**src/rtl/branch_predictor_table_scheduler.sv**
```systemverilog
// Scheduler for the single read/write port of a 2-bit saturating-counter
// branch predictor table. It sequences three kinds of traffic on that port:
// the post-reset init sweep, fetch lookups, and buffered execute feedback.
// Feedback is applied as a read-modify-write.
module branch_predictor_table_scheduler #(
   parameter int         INDEX_BITS = 11,
   parameter int         FIFO_DEPTH = 4,
   parameter logic [1:0] INIT_VALUE = 2'b10
) (
   input  logic                  clk,
   input  logic                  rst_n,
   input  logic                  i_lk_valid,
   input  logic [INDEX_BITS-1:0] i_lk_index,
   output logic                  o_lk_ready,
   output logic                  o_lk_valid,
   output logic                  o_lk_taken,
   input  logic                  i_fb_valid,
   input  logic [INDEX_BITS-1:0] i_fb_index,
   input  logic                  i_fb_taken,
   output logic                  o_fb_ready,
   output logic                  o_tbl_en,
   output logic                  o_tbl_we,
   output logic [INDEX_BITS-1:0] o_tbl_addr,
   output logic [1:0]            o_tbl_wdata,
   input  logic [1:0]            i_tbl_rdata,
   output logic                  o_init_busy
);

   localparam int PTR_BITS = (FIFO_DEPTH > 1) ? $clog2(FIFO_DEPTH) : 1;
   localparam int CNT_BITS = PTR_BITS + 1;

   localparam logic [1:0] ST_INIT   = 2'd0;
   localparam logic [1:0] ST_RUN    = 2'd1;
   localparam logic [1:0] ST_UPD_WR = 2'd2;

   localparam logic [INDEX_BITS-1:0] LAST_IDX = '1;
   localparam logic [CNT_BITS-1:0]   FULL_CNT = CNT_BITS'(FIFO_DEPTH);

   typedef struct packed {
      logic [INDEX_BITS-1:0] index;
      logic                  taken;
   } fb_entry_t;

   logic [1:0]            state;
   logic [INDEX_BITS-1:0] sweep_cnt;
   fb_entry_t             fifo_mem [FIFO_DEPTH];
   logic [PTR_BITS-1:0]   wr_ptr, rd_ptr;
   logic [CNT_BITS-1:0]   fifo_cnt;
   logic                  lk_vld_q;

   fb_entry_t             head;
   logic                  fifo_full, fifo_empty;
   logic                  push, pop;
   logic                  lk_grant, upd_grant;
   logic [1:0]            upd_wdata;

   assign head       = fifo_mem[rd_ptr];
   assign fifo_full  = (fifo_cnt == FULL_CNT);
   assign fifo_empty = (fifo_cnt == '0);

   // A pop in the same cycle does not reopen a full buffer; ready comes
   // only from the registered count.
   assign o_fb_ready  = rst_n && !fifo_full && (state != ST_INIT);
   assign push        = i_fb_valid && o_fb_ready;
   assign o_init_busy = !rst_n || (state == ST_INIT);
   assign o_lk_ready  = lk_grant;
   assign o_lk_valid  = lk_vld_q;
   assign o_lk_taken  = i_tbl_rdata[1];

   // Port arbitration in RUN: a full buffer first, then lookups, then drain.
   always_comb begin
      lk_grant  = 1'b0;
      upd_grant = 1'b0;
      if (rst_n && state == ST_RUN) begin
         if (fifo_full)        upd_grant = 1'b1;
         else if (i_lk_valid)  lk_grant  = 1'b1;
         else if (!fifo_empty) upd_grant = 1'b1;
      end
   end

   // Saturating counter step for the read-modify-write of the head entry.
   always_comb begin
      if (head.taken) upd_wdata = (i_tbl_rdata == 2'b11) ? 2'b11 : i_tbl_rdata + 2'd1;
      else            upd_wdata = (i_tbl_rdata == 2'b00) ? 2'b00 : i_tbl_rdata - 2'd1;
   end

   // Drive the table port from the current state. The port stays quiet
   // while reset is held, so a reset during UPD_WR drops the write.
   always_comb begin
      o_tbl_en    = 1'b0;
      o_tbl_we    = 1'b0;
      o_tbl_addr  = '0;
      o_tbl_wdata = '0;
      pop         = 1'b0;
      if (rst_n) begin
         case (state)
            ST_INIT: begin
               o_tbl_en    = 1'b1;
               o_tbl_we    = 1'b1;
               o_tbl_addr  = sweep_cnt;
               o_tbl_wdata = INIT_VALUE;
            end
            ST_RUN: begin
               if (lk_grant) begin
                  o_tbl_en   = 1'b1;
                  o_tbl_addr = i_lk_index;
               end else if (upd_grant) begin
                  o_tbl_en   = 1'b1;
                  o_tbl_addr = head.index;
               end
            end
            ST_UPD_WR: begin
               o_tbl_en    = 1'b1;
               o_tbl_we    = 1'b1;
               o_tbl_addr  = head.index;
               o_tbl_wdata = upd_wdata;
               pop         = 1'b1;
            end
            default: ;
         endcase
      end
   end

   // State machine and init sweep counter.
   always_ff @(posedge clk) begin
      if (!rst_n) begin
         state     <= ST_INIT;
         sweep_cnt <= '0;
      end else begin
         case (state)
            ST_INIT: begin
               sweep_cnt <= sweep_cnt + 1'b1;
               if (sweep_cnt == LAST_IDX) state <= ST_RUN;
            end
            ST_RUN:    if (upd_grant) state <= ST_UPD_WR;
            ST_UPD_WR: state <= ST_RUN;
            default:   state <= ST_INIT;
         endcase
      end
   end

   // Feedback buffer pointers and occupancy. The pointers wrap naturally
   // because the depth is a power of two.
   always_ff @(posedge clk) begin
      if (!rst_n) begin
         wr_ptr   <= '0;
         rd_ptr   <= '0;
         fifo_cnt <= '0;
      end else begin
         if (push) wr_ptr <= wr_ptr + 1'b1;
         if (pop)  rd_ptr <= rd_ptr + 1'b1;
         case ({push, pop})
            2'b10:   fifo_cnt <= fifo_cnt + 1'b1;
            2'b01:   fifo_cnt <= fifo_cnt - 1'b1;
            default: fifo_cnt <= fifo_cnt;
         endcase
      end
   end

   // Feedback buffer storage. It needs no reset; occupancy gates its use.
   always_ff @(posedge clk) begin
      if (push) fifo_mem[wr_ptr] <= {i_fb_index, i_fb_taken};
   end

   // The lookup result appears the cycle after the grant, when read data returns.
   always_ff @(posedge clk) begin
      if (!rst_n) lk_vld_q <= 1'b0;
      else        lk_vld_q <= lk_grant;
   end

endmodule

```
**config.mk**
```make
export PLATFORM = sky130hd
export DESIGN_NAME = branch_predictor_table_scheduler
export DESIGN_NICKNAME = d
export VERILOG_FILES = /design/src/rtl/branch_predictor_table_scheduler.sv
export SDC_FILE = /design/constraint.sdc
export NUM_CORES = 1
export LEC_CHECK = 0
export CAP_MARGIN = 20
export CORE_ASPECT_RATIO = 2
export CORE_MARGIN = 3
export CORE_UTILIZATION = 30
export CTS_BUF_LIST = sky130_fd_sc_hd__clkbuf_8
export CTS_CLUSTER_SIZE = 25
export DETAILED_ROUTE_END_ITERATION = 12
export SLEW_MARGIN = 20
export SYNTH_ARGS = -nofsm -noshare
export SYNTH_HDL_FRONTEND = slang
export SYNTH_SLANG_ARGS = --single-unit
```
**constraint.sdc**
```tcl
create_clock -name clk -period 5.4 [get_ports clk]
set_clock_uncertainty 0.05 [all_clocks]
set_input_delay 0.81 -clock clk [delete_from_list [all_inputs] [get_ports clk]]
set_output_delay 0.81 -clock clk [all_outputs]
set_load 0.02 [all_outputs]
```
==> impl_metrics.toml <==
[yosys]
synth_top_family_by_area = "simple AND/OR/NAND/NOR gates"
synth_enable_flop_cells = 48
synth-warning-count = 0
synthesized_area_fraction_occupied_by_and_or_nand_nor_cells = 0.125
synth-adder-area-share = 0.0316
post_synth_inst_count = 262
flops_latches_synth = 71
mappedNetlistNets = 298
synth_sequential_area_ratio = 0.571
yosys.area_share.xor_xnor = 0.0132
distinct_cells_synth = 47
async_reset_ff_frac = 0
proportion_of_synthesized_area_in_mux_cells = 0.0962
dominantRegCellSynth = "sky130_fd_sc_hd__edfxtp_1"
synth-compound-area-share = 0.104
average_footprint_of_a_synthesized_cell_sq_um = 12.7
synth_area_sq_mm = 0.00333

[detailed_routing]
routed.top_layer = "met4"
avgRoutedWirePerCell_um = 17.3
detailedRoute.firstIterationViolations = 109
met3_wirelength_um = 376
vias_per_cell = 5.06
num_vias = 2262
drt_drc_violations_left = 0
met2RoutedLength_mm = 4.20
routedLengthMet1_mm = 2.99
postRouteAntennaNets = 0
wirelength_mm = 7.72
dr.pass1.iters = 4

[power_and_ir_drop]
ir_worst_vdd_uv = 167
power-per-cell-area_mw_per_mm2 = 244
power_leakage_uw = 0.00131

[clock_network]
cts.repair.resized = 0
root_buffer = "sky130_fd_sc_hd__clkbuf_8"
clkTransAtPathRegs_ns = 0.07
cts_tree = "yes"
clk-insertion-delay-late_ns = 0.35
ctsHtreeMaxLevel = 3
cts_hold_buf = 0
clk_path_buf_depth = 2
cts_inserted_buffers = 9
numClockSinks = 71
cts_setup_buffers = 0

[die]
core.rowCount = 53
die_area_sq_mm = 0.0125
placeableCoreArea_sq_mm = 0.0107
io-pin-count = 49
floorplan.initialDensity = 0.312
die_w_um = 80.5
die_height_um = 155

[grt]
first_global_vias = 2330
grt_max_degree = 30
antenna_found_initial = 0
grt.total_usage = 0.136
grt_first_pass_wirelength_mm = 12.4
overflow = 0

[sta]
setup_viol = 0
worst_pin_slew_ns = 0.882
final.min_clock_period_ns = 4.35
drv_slew = 0
achievable-frequency_mhz = 230
period_share = 0.806
setup_repair_after_global_routing_missed_its_margin = "no"
slew_headroom = 0.411
setup_total_negative_slack_ns = 0
timing.final.hold_violations = 0

[layout]
num-nets-final = 341
layout-area-overhead-vs-synth_pct = 22.1
sequential_cell_area_sq_mm = 0.00190
drive_gt1_frac = 0.100
combined_area_of_the_multi_input_logic_cells_sq_mm = 0.00123
antennaDiodeCount = 0
final_cell_mix = "48 x sky130_fd_sc_hd__edfxtp_1, 48 x sky130_fd_sc_hd__clkdlybuf4s50_1, 27 x sky130_fd_sc_hd__inv_1, 23 x sky130_fd_sc_hd__dfxtp_1"
final.fill_count = 1037
finalNonFillerCells = 447

[placement]
gpl.final_weighted_congestion = 0.855
io_buffers = 48
placed_cells = 431
post-dp-hpwl_mm = 5.44

[critical_path]
critPathCapture = "o_tbl_addr[3]"
path_delay_family = "buffers and inverters"
crit_buf_inv = 3
crit_path_frequent_cell = "sky130_fd_sc_hd__clkdlybuf4s50_1"
timing.critical_path.required_ns = 4.54
worst_r2r_endpoint = "fifo_cnt[2]$_SDFFE_PN0P_"
timing.critical_path.slowest_stage_cell = "sky130_fd_sc_hd__clkdlybuf4s50_1"
worst_path_largest_cell_delay_ns = 0.90
r2r_slack_ns = 2.65
arrival_ns = 3.49
worstRegToRegCells = 10
origin_of_the_worst_setup_path = "rst_n"
reg2reg_from = "state[1]$_SDFFE_PN0P_"
cp_cell_sequence = "clkdlybuf4s50_1, inv_1, o31ai_1, clkdlybuf4s50_1"
critical_path.startpoint_type = "primary input"
worst_setup_path_end_kind = "output port"
path_depth = 4
critical_path_class = "in -> out"
timing.critical_path.fanout_max = 29

[worst_hold_path]
hold_path_startpoint = "sweep_cnt[10]$_SDFFE_PN0N_"
whs_path_depth = 2
worst_hold_path_type = "reg -> reg"

[job]
cap_violations = 0

[run_status]
status = "finished clean"
cell usage after synthesis, types with 2 or more instances:
master,number,area [sq um]
sky130_fd_sc_hd__or3_1,4,25.0
sky130_fd_sc_hd__nand2_1,11,41.3
sky130_fd_sc_hd__and3_1,3,18.8
sky130_fd_sc_hd__nor3b_1,2,15.0
sky130_fd_sc_hd__clkbuf_1,11,41.3
sky130_fd_sc_hd__mux4_2,12,270
sky130_fd_sc_hd__a32oi_1,3,26.3
sky130_fd_sc_hd__nor4bb_1,6,60.1
sky130_fd_sc_hd__dfxtp_1,23,460
sky130_fd_sc_hd__nand3_1,3,15.0
sky130_fd_sc_hd__nor2_1,11,41.3
sky130_fd_sc_hd__a41oi_1,8,70.1
sky130_fd_sc_hd__edfxtp_1,48,1440
sky130_fd_sc_hd__ha_1,6,75.1
sky130_fd_sc_hd__or4_1,2,15.0
sky130_fd_sc_hd__o31ai_1,12,90.1
sky130_fd_sc_hd__and2_1,4,25.0
sky130_fd_sc_hd__o32ai_1,3,26.3
sky130_fd_sc_hd__nor4_1,5,31.3
sky130_fd_sc_hd__buf_6,2,22.5
sky130_fd_sc_hd__nand2b_1,3,18.8
sky130_fd_sc_hd__buf_4,3,22.5
sky130_fd_sc_hd__xor2_1,4,35.0
sky130_fd_sc_hd__mux2i_1,5,50.1
sky130_fd_sc_hd__o21a_1,2,15.0
sky130_fd_sc_hd__inv_1,27,101
sky130_fd_sc_hd__nand3b_1,2,15.0
sky130_fd_sc_hd__o21ai_0,3,15.0
sky130_fd_sc_hd__a21oi_1,12,60.1
sky130_fd_sc_hd__nand4_1,4,25.0
sky130_fd_sc_hd__and4bb_2,2,25.0
layout make-up:
type / count / share of cell area
Clock buffer: 9 / 0.0305
Clock inverter: 7 / 0.00985
Inverter: 27 / 0.0249
Multi-Input combinational cell: 146 / 0.303
Sequential cell: 71 / 0.468
Tap cell: 137 / 0.0422
Timing Repair Buffer: 50 / 0.122
tightest hold or removal path, stage by stage, from the launching register on:
cell and delay, ns:
sky130_fd_sc_hd__dfxtp_1 0.32, sky130_fd_sc_hd__nand2_1 0.06, sky130_fd_sc_hd__mux2i_1 0.05
power breakdown:
group	internal, uW	switching, uW
logic	28.8	23.1
registers	581	2.61
clock network	162	195
total	771	221
per-layer routing:
| layer | vias up | GRT usage |
|---|---|---|
| li1 | 1087 | - |
| met1 | 1103 | 0.158 |
| met2 | 61 | 0.235 |
| met3 | 11 | 0.0301 |
| met4 | 0 | 0.0596 |
| met5 | - | 0 |
worst min path at each step:
stage and end:
2_1_floorplan sweep_cnt[10]$_SDFFE_PN0N_, 3_3_place_gp sweep_cnt[10]$_SDFFE_PN0N_, 3_5_place_dp sweep_cnt[10]$_SDFFE_PN0N_, 4_1_cts sweep_cnt[10]$_SDFFE_PN0N_, 5_1_grt sweep_cnt[10]$_SDFFE_PN0N_, 6_report sweep_cnt[10]$_SDFFE_PN0N_
cell families (layout without fill, tap and decap cells):
family / count (synthesis) / after routing
DFF: 71 / 71
and+or+nand+nor: 68 / 68
AOI/OAI and AO/OA: 48 / 48
buffers and inverters: 45 / 93
muxes: 17 / 17
adders and majority gates: 8 / 8
xor gates and xnor gates: 5 / 5
registers in the layout, summed over array words and instances, names as in the netlist, named ones only:
| register | flops |
|---|---|
| sweep_cnt | 11 |
| rd_ptr | 2 |
| fifo_mem | 48 |
| state | 2 |
| o_lk_valid | 1 |
| wr_ptr | 2 |
| fifo_cnt | 3 |
metrics by stage:
step / total power, uW / setup WS (ns) / cell area (sq um) / hold slack (ns) / utilization
finish: 992 / 1.05 / 4070 / 0.431 / 0.381
global route: 1030 / 0.821 / 4070 / 0.454 / 0.381
CTS: 1010 / 1.05 / 4070 / 0.432 / 0.381
detailed placement: 648 / 1.06 / 3900 / 0.425 / 0.365
global placement: 646 / 1.12 / 3900 / 0.410 / 0.365
floorplan: 614 / 2.64 / 3330 / 0.393 / -
No activity file was read; power rests on OpenSTA's default activity.
